### src/rtl/cag_rgm_pkg.sv
// Shared RGM typedefs used by the register-file front end.
// Response status codes returned on the request/response bus.
package cag_rgm;

  typedef enum logic [1:0] {
    RGM_RSP_OK           = 2'b00,
    RGM_RSP_INVALID_ADDR = 2'b01,
    RGM_RSP_TIMEOUT      = 2'b10
  } rgm_rsp_status_e;

endpackage

### src/rtl/cag_rgm_rf_access_ctrl_if.sv
// Valid/ready request/response bus in front of the RGM.
// master = requester, slave = cag_rgm_rf_access_ctrl.
interface cag_rgm_rf_access_ctrl_if #(
  parameter int ADDR_W = 10,
  parameter int DATA_W = 64
);
  import cag_rgm::*;

  logic              req_valid;
  logic              req_ready;
  logic              req_write;
  logic [ADDR_W-1:0] req_addr;
  logic [DATA_W-1:0] req_wdata;
  logic              rsp_valid;
  logic              rsp_ready;
  logic [DATA_W-1:0] rsp_rdata;
  rgm_rsp_status_e   rsp_status;

  modport master (
    output req_valid, req_write, req_addr,
    output req_wdata, rsp_ready,
    input  req_ready, rsp_valid, rsp_rdata,
    input  rsp_status
  );

  modport slave (
    input  req_valid, req_write, req_addr,
    input  req_wdata, rsp_ready,
    output req_ready, rsp_valid, rsp_rdata,
    output rsp_status
  );

endinterface

### src/rtl/cag_rgm_rf_access_ctrl.sv
// Front-end stage of the RGM: one outstanding access,
// strobe generation, response capture and timeout.
module cag_rgm_rf_access_ctrl
  import cag_rgm::*;
#(
  parameter int ADDR_W  = 10,
  parameter int DATA_W  = 64,
  parameter int TIMEOUT = 255
) (
  input  logic              clk,
  input  logic              res,
  cag_rgm_rf_access_ctrl_if.slave bus,
  output logic [ADDR_W-1:0] rf_address,
  output logic              rf_read_en,
  output logic              rf_write_en,
  output logic [DATA_W-1:0] rf_write_data,
  input  logic [DATA_W-1:0] rf_read_data,
  input  logic              rf_access_complete,
  input  logic              rf_invalid_address
);

  localparam int CNT_W =
    (TIMEOUT > 0) ? $clog2(TIMEOUT + 1) : 1;
  localparam logic [CNT_W-1:0] CNT_LAST =
    CNT_W'((TIMEOUT > 0) ? TIMEOUT - 1 : 0);
  localparam bit TO_EN = (TIMEOUT != 0);

  typedef enum logic [1:0] {
    S_IDLE,
    S_ACCESS,
    S_RESP
  } state_e;

  state_e            state_q, state_d;
  logic [ADDR_W-1:0] addr_q, addr_d;
  logic [DATA_W-1:0] wdata_q, wdata_d;
  logic              wr_q, wr_d;
  logic              rd_en_q, rd_en_d;
  logic              wr_en_q, wr_en_d;
  logic              rsp_valid_q, rsp_valid_d;
  logic [DATA_W-1:0] rsp_rdata_q, rsp_rdata_d;
  rgm_rsp_status_e   rsp_status_q, rsp_status_d;
  logic [CNT_W-1:0]  cnt_q, cnt_d;

  logic req_hs;
  logic strobe;
  logic timeout_hit;

  assign bus.req_ready = (state_q == S_IDLE) && !res;
  assign req_hs = bus.req_valid && bus.req_ready;
  assign strobe = rd_en_q || wr_en_q;

  // The strobe cycle does not count toward the timeout.
  assign timeout_hit = TO_EN && !strobe &&
                       (cnt_q == CNT_LAST);

  always_comb begin
    state_d      = state_q;
    addr_d       = addr_q;
    wdata_d      = wdata_q;
    wr_d         = wr_q;
    rd_en_d      = 1'b0;
    wr_en_d      = 1'b0;
    rsp_valid_d  = rsp_valid_q;
    rsp_rdata_d  = rsp_rdata_q;
    rsp_status_d = rsp_status_q;
    unique case (1'b1)
      (state_q == S_IDLE): begin
        if (req_hs) begin
          state_d = S_ACCESS;
          addr_d  = bus.req_addr;
          wdata_d = bus.req_wdata;
          wr_d    = bus.req_write;
          wr_en_d = bus.req_write;
          rd_en_d = !bus.req_write;
        end
      end
      (state_q == S_ACCESS): begin
        if (rf_access_complete) begin
          state_d     = S_RESP;
          rsp_valid_d = 1'b1;
          rsp_rdata_d = (wr_q || rf_invalid_address) ?
                        '0 : rf_read_data;
          rsp_status_d = rf_invalid_address ?
                         RGM_RSP_INVALID_ADDR : RGM_RSP_OK;
        end else if (timeout_hit) begin
          state_d      = S_RESP;
          rsp_valid_d  = 1'b1;
          rsp_rdata_d  = '0;
          rsp_status_d = RGM_RSP_TIMEOUT;
        end
      end
      (state_q == S_RESP): begin
        if (bus.rsp_ready) begin
          state_d     = S_IDLE;
          rsp_valid_d = 1'b0;
        end
      end
      default: state_d = S_IDLE;
    endcase
  end

  always_ff @(posedge clk) begin
    if (res) begin
      state_q      <= S_IDLE;
      addr_q       <= '0;
      wdata_q      <= '0;
      wr_q         <= 1'b0;
      rd_en_q      <= 1'b0;
      wr_en_q      <= 1'b0;
      rsp_valid_q  <= 1'b0;
      rsp_rdata_q  <= '0;
      rsp_status_q <= RGM_RSP_OK;
    end else begin
      state_q      <= state_d;
      addr_q       <= addr_d;
      wdata_q      <= wdata_d;
      wr_q         <= wr_d;
      rd_en_q      <= rd_en_d;
      wr_en_q      <= wr_en_d;
      rsp_valid_q  <= rsp_valid_d;
      rsp_rdata_q  <= rsp_rdata_d;
      rsp_status_q <= rsp_status_d;
    end
  end

  always_comb begin
    cnt_d = cnt_q;
    if (state_q == S_IDLE) begin
      cnt_d = '0;
    end else if (state_q == S_ACCESS && !strobe &&
                 cnt_q != '1) begin
      cnt_d = cnt_q + 1'b1;
    end
  end

  always_ff @(posedge clk) begin
    if (res) cnt_q <= '0;
    else     cnt_q <= cnt_d;
  end

  assign rf_address     = addr_q;
  assign rf_write_data  = wdata_q;
  assign rf_read_en     = rd_en_q;
  assign rf_write_en    = wr_en_q;
  assign bus.rsp_valid  = rsp_valid_q;
  assign bus.rsp_rdata  = rsp_rdata_q;
  assign bus.rsp_status = rsp_status_q;

endmodule

### src/flat_wrapper.sv
// flat-port wrapper written by rule: the top's interface ports become plain ports
module cag_rgm_rf_access_ctrl_flat import cag_rgm::*;
#(
  parameter int ADDR_W  = 10,
  parameter int DATA_W  = 64,
  parameter int TIMEOUT = 255
)
  (clk, res, rf_address, rf_read_en, rf_write_en, rf_write_data, rf_read_data, rf_access_complete, rf_invalid_address, bus_req_valid, bus_req_write, bus_req_addr, bus_req_wdata, bus_rsp_ready, bus_req_ready, bus_rsp_valid, bus_rsp_rdata, bus_rsp_status);
  cag_rgm_rf_access_ctrl_if #(.ADDR_W(ADDR_W), .DATA_W(DATA_W)) bus_i ();
  input  logic clk;
  input  logic res;
  output logic [ADDR_W-1:0] rf_address;
  output logic rf_read_en;
  output logic rf_write_en;
  output logic [DATA_W-1:0] rf_write_data;
  input  logic [DATA_W-1:0] rf_read_data;
  input  logic rf_access_complete;
  input  logic rf_invalid_address;
  input wire logic [$bits(bus_i.req_valid)-1:0] bus_req_valid;
  input wire logic [$bits(bus_i.req_write)-1:0] bus_req_write;
  input wire logic [$bits(bus_i.req_addr)-1:0] bus_req_addr;
  input wire logic [$bits(bus_i.req_wdata)-1:0] bus_req_wdata;
  input wire logic [$bits(bus_i.rsp_ready)-1:0] bus_rsp_ready;
  output wire logic [$bits(bus_i.req_ready)-1:0] bus_req_ready;
  output wire logic [$bits(bus_i.rsp_valid)-1:0] bus_rsp_valid;
  output wire logic [$bits(bus_i.rsp_rdata)-1:0] bus_rsp_rdata;
  output wire logic [$bits(bus_i.rsp_status)-1:0] bus_rsp_status;
  assign bus_i.req_valid = bus_req_valid;
  assign bus_i.req_write = bus_req_write;
  assign bus_i.req_addr = bus_req_addr;
  assign bus_i.req_wdata = bus_req_wdata;
  assign bus_i.rsp_ready = bus_rsp_ready;
  assign bus_req_ready = bus_i.req_ready;
  assign bus_rsp_valid = bus_i.rsp_valid;
  assign bus_rsp_rdata = bus_i.rsp_rdata;
  assign bus_rsp_status = bus_i.rsp_status;
  cag_rgm_rf_access_ctrl #(.ADDR_W(ADDR_W), .DATA_W(DATA_W), .TIMEOUT(TIMEOUT)) u_core (.clk(clk), .res(res), .bus(bus_i), .rf_address(rf_address), .rf_read_en(rf_read_en), .rf_write_en(rf_write_en), .rf_write_data(rf_write_data), .rf_read_data(rf_read_data), .rf_access_complete(rf_access_complete), .rf_invalid_address(rf_invalid_address));
endmodule
### config.mk
export PLATFORM = sky130hd
export DESIGN_NAME = cag_rgm_rf_access_ctrl_flat
export DESIGN_NICKNAME = d
export VERILOG_FILES = /design/src/rtl/cag_rgm_pkg.sv /design/src/rtl/cag_rgm_rf_access_ctrl_if.sv /design/src/rtl/cag_rgm_rf_access_ctrl.sv /design/src/flat_wrapper.sv
export SDC_FILE = /design/constraint.sdc
export NUM_CORES = 1
export LEC_CHECK = 0
export CAP_MARGIN = 20
export CORE_ASPECT_RATIO = 1.25
export CORE_MARGIN = 10
export CORE_UTILIZATION = 45
export CTS_BUF_LIST = sky130_fd_sc_hd__clkbuf_8
export CTS_CLUSTER_DIAMETER = 200
export DETAILED_ROUTE_END_ITERATION = 16
export GPL_TIMING_DRIVEN = 1
export HOLD_SLACK_MARGIN = 0.15
export PLACE_DENSITY = 0.88
export SLEW_MARGIN = 20
export SYNTH_ARGS = -nofsm -noshare
export SYNTH_HDL_FRONTEND = slang
export SYNTH_SLANG_ARGS = --single-unit
export TNS_END_PERCENT = 50
### constraint.sdc
create_clock -name clk -period 3.6 [get_ports clk]
set_clock_uncertainty 0.2 [all_clocks]
set_input_delay 0.72 -clock clk [delete_from_list [all_inputs] [get_ports clk]]
set_output_delay 0.72 -clock clk [all_outputs]
set_load 0.02 [all_outputs]
### Yosys cells after proc, flatten, opt, wreduce, memory -nomap -nowiden

Cells that the tools add are included.

* word-level logic and storage cells: 53
* input port bits: 145
* bits in registers: 154

* add/subtract/negate cells: 1
* muxes and demuxes: 14
* equal/unequal tests: 7
* reductions and logical operators: 19
* bitwise logic cells: 2

Operators with widths (number)
* 2-to-1 mux 64 bit: 3
* 2-to-1 mux 2 bit: 5
* adder 8 x 1 -> 8 bit, second input constant: 1
* equality test 8 bit, second input constant: 1
* inequality test 8 bit, second input constant: 1
* case mux 2 bit (3 select lines): 1
* AND reduction 3 bit: 2
* logical AND 1 bit: 5
* 2-to-1 mux 1 bit: 4
* AND reduction 2 bit: 2
* nonzero test 2 bit: 2
* logical NOT 1 bit: 3
* inequality test 3 x 2 -> 1 bit, second input constant: 1
* OR reduction 3 bit: 1
* equality test 2 x 1 -> 1 bit, second input constant: 1
* equality test 2 bit, second input constant: 1
* logical NOT 2 bit: 1
* logical OR 1 bit: 2
* inequality test 2 x 1 -> 1 bit, second input constant: 1
* inequality test 2 bit, second input constant: 1
* NOT 1 bit: 2
* case mux 1 bit (2 select lines): 1
* OR reduction 2 bit: 1

### Depth between registers and ports, before layout

* word-level depth: 6
* depth in mapped cells: 9
* mapped depth without buffers: 6

### Worst setup path after synthesis

No wires, ideal clock.

* kind: input port to flip-flop
* start: in res
* end: reg u_core.wdata_q[57], in the netlist u_core.rf_write_data[57]
* data required time: 3.326 ns
* data arrival time: 2.086 ns
* stages on the path: 7
* slack: 1.239 ns
* buffers on the path: 3
* cells stage by stage: nor2b_1 > and2_1 > clkbuf_1 > buf_2 > buf_2 > nand2_1 > o21ai_0

* cells in the longest elaborated chain, start to end: 4

Ends and longest elaborated chain
* start, declared: RTL line flat_wrapper.sv:11 `input logic res;`
* logical NOT 1 bit: RTL line cag_rgm_rf_access_ctrl.sv:49 `assign bus.req_ready = (state_q == S_IDLE) && !res;`
* logical AND 1 bit: RTL line cag_rgm_rf_access_ctrl.sv:49
* logical AND 1 bit: RTL line cag_rgm_rf_access_ctrl.sv:50 `assign req_hs = bus.req_valid && bus.req_ready;`
* AND reduction 2 bit (no source line)
* end signal, assigned: RTL line cag_rgm_rf_access_ctrl.sv:117 `wdata_q <= wdata_d;`
* end, declared: RTL line cag_rgm_rf_access_ctrl.sv:36 `logic [DATA_W-1:0] wdata_q, wdata_d;`

Parallel ways exist; a longest one is shown, timed or not.
A chain may end at the register's enable or synchronous reset.

### Final worst setup path

* start: in res
* end: out bus_req_ready

* cells in the longest elaborated chain, start to end: 2

Ends and longest elaborated chain
* logical NOT 1 bit: RTL line cag_rgm_rf_access_ctrl.sv:49
* logical AND 1 bit: RTL line cag_rgm_rf_access_ctrl.sv:49
* end, declared: RTL line flat_wrapper.sv:24 `output wire logic [$bits(bus_i.req_ready)-1:0] bus_req_ready;`

No other way between the ends.

==> flow_summary.toml <==
[finish]
layout_commonest_cell = "clkdlybuf4s50_1"
n_antenna_cell = 0
final_nets = 1107
final_cell_area_um2 = 9290
drive_gt1_share_pct = 4.55
layout_common_cells = "clkdlybuf4s50_1 (288), nand2_1 (285), dfxtp_1 (154)"
syn2layout_area_growth_pct = 60.3

[worst_setup_path]
path_delay_family = "buffers and inverters"
path_common_cell = "clkdlybuf4s50_1"
max_stage_delay_ns = 0.68
critical_path.endpoint_type = "output pin"
crit_required_ns = 2.68
arrival_ns = 2.14
critPathBufInv = 2
crit_type = "in2out"
worstPathMaxFanout = 4
crit_chain = "clkdlybuf4s50_1 -> nor2b_1 -> clkdlybuf4s50_1"
cp_slowest_cell = "clkdlybuf4s50_1"
worst_setup_path_start_kind = "primary input"

[logic_synthesis]
synth-edff-count = 0
synth_ff_type = "dfxtp_1"
synth.top_cells.by_area = "dfxtp_1 (53%), nand2_1 (18%), mux2i_1 (11%)"
synth_top_area_share_pct = 53.2
synthesis.nets = 837
synth-seq-area-share_pct = 53.2
async_flop_share_pct = 0
syn_area_um2 = 5800
syn_area_per_cell_um2 = 8.45
ys_seq_elements = 154
synth_top_cell_by_area = "dfxtp_1"
synthCells = 686
yosysWarnings = 0
ys_types = 35

[drt]
vias = 5514
drcViolationCount = 0
drtIter0Drc = 334
ant_nets = 0
vias_per_cell = 4.86
drt-pass1-iter-count = 4
wl_per_cell_um = 16.5
wl_mm = 18.7

[clock_network]
cts_buffers = 17
cts_setup_buffers = 0
clockRootBuffer = "clkbuf_8"
ctsResizeCount = 0
hold_buffers = 0
cts_tree = "yes"
clk_latency_ns = 0.42
cts_sinks = 154
ctsHtreeMaxLevel = 4
cts_buffer_depth = 2
clkTransAtPathRegs_ns = 0.07

[power_and_ir_drop]
power.leakage_nw = 3.69
power_density_nw_per_um2 = 502
irDropWorstVdd_mv = 0.325
p_total_mw = 4.66

[floorplan]
die_w_um = 122
die_h_um = 147
pin_count = 289
rows = 46
coreArea_um2 = 12700
die-area_um2 = 17800
initial_core_util_pct = 45.8

[timing]
slew_headroom_pct = 64.7
slew_violations = 0
finalSetupViolations = 0
fmax_mhz = 327
layout_min_cycle_time_ns = 3.06
whs_ns = 0.257
tightest_slew_ns = 0.529
hold_viol = 0
rsz0062_at_grt = "false"
fin_setup_tns_ns = 0
period_share_pct = 85.0
final.setup.worst_slack_ns = 0.539

[placed_design]
dp_hpwl_mm = 14.1
gp_congestion = 0.823
numPortBuffers = 288
dp_slack_ns = 0.521
dpl_cell_area_um2 = 8860

[run_status]
run_status = "finished clean"

[grt]
grtUsageTotal_pct = 20.3
overflow = 0
antenna_found_initial = 0
grt_pass1_vias = 5513
grt_max_degree = 67
grt_pass1_wl_mm = 29.0

[job]
drv_cap = 0

[hold_path]
hp-class = "reg2reg"
[path summary, 6_finish.rpt]
| check | from | endpoint | slack (ns) | cells after the start |
|---|---|---|---|---|
| max | res | bus_req_ready | 0.54 | 3 |
| min | u_core.rf_write_data[28] | u_core.rf_write_data[28] | 0.26 | 2 |
| max reg2reg | u_core.state_q[1] | u_core.cnt_q[7] | 1.20 | 6 |
| min reg2reg | u_core.rf_write_data[28] | u_core.rf_write_data[28] | 0.26 | 2 |
[worst reg2reg max path, stage by stage (launching register included)]
cell	delay (ns)
dfxtp_1	0.33
inv_1	0.10
ha_1	0.34
or3b_1	0.43
a2111o_1	0.45
or4_1	0.41
nand2_1	0.07
[kinds of logic (layout without fill, tap and decap cells)]
logic type	Yosys count	count (layout)	share of synthesized area [%]
compound gates	91	91	8.57
xor+xnor	6	6	0.907
fa+ha+maj	6	6	1.30
buf+inv	52	332	3.56
flops	154	154	53.2
mux	65	65	11.2
simple gates	312	312	21.3
[cell type report]
cell class | instances | area [um2]
clock inverters | 12 | 200
inverters | 7 | 28.8
multi-input cells | 480 | 2530
repair buffers | 296 | 3010
fillers | 929 | 3370
clock buffers | 17 | 234
well taps | 168 | 210
flip-flops and latches | 154 | 3080
[Yosys cell counts (2+ instances only)]
cell / count
o2111ai_1: 2
o21ai_0: 76
xnor2_1: 2
a31o_2: 2
mux2i_1: 65
clkbuf_1: 35
xor2_1: 4
nand2_1: 285
inv_1: 7
nor2b_1: 2
nand3_1: 3
dfxtp_1: 154
and3_1: 3
nor2_1: 9
or3b_2: 2
ha_1: 6
a211oi_1: 2
buf_2: 9
a21oi_1: 2
[power by group]
group	total, mW	switching [mW]	internal (mW)
logic	1.26	0.644	0.612
registers	1.97	0.0874	1.88
clock network	1.44	0.623	0.815
total	4.66	1.36	3.30
[per-stage QoR]
stage	cells	utilization [%]
2_1_floorplan	686	-
3_3_place_gp	1105	70.0
3_5_place_dp	1105	70.0
4_1_cts	1134	73.4
5_1_grt	1134	73.4
6_report	1134	73.4
[state kept, by name, summed over array words and instances (netlist names)]
register / cells
u_core.cnt_q: 8
u_core.bus.rsp_rdata: 64
u_core.bus.rsp_valid: 1
u_core.rf_write_data: 64
u_core.state_q: 2
u_core.rf_read_en: 1
u_core.wr_q: 1
u_core.bus.rsp_status: 2
u_core.rf_write_en: 1
u_core.rf_address: 10
[layer usage]
metal	wire length, um	track usage, %	up-vias
met2	8640	32.8	234
met4	383	6.33	0
met5	0	0	-
met3	2400	11.3	21
met1	7260	22.2	2492
li1	-	-	2767
No activity file was read; power rests on OpenSTA's default activity.
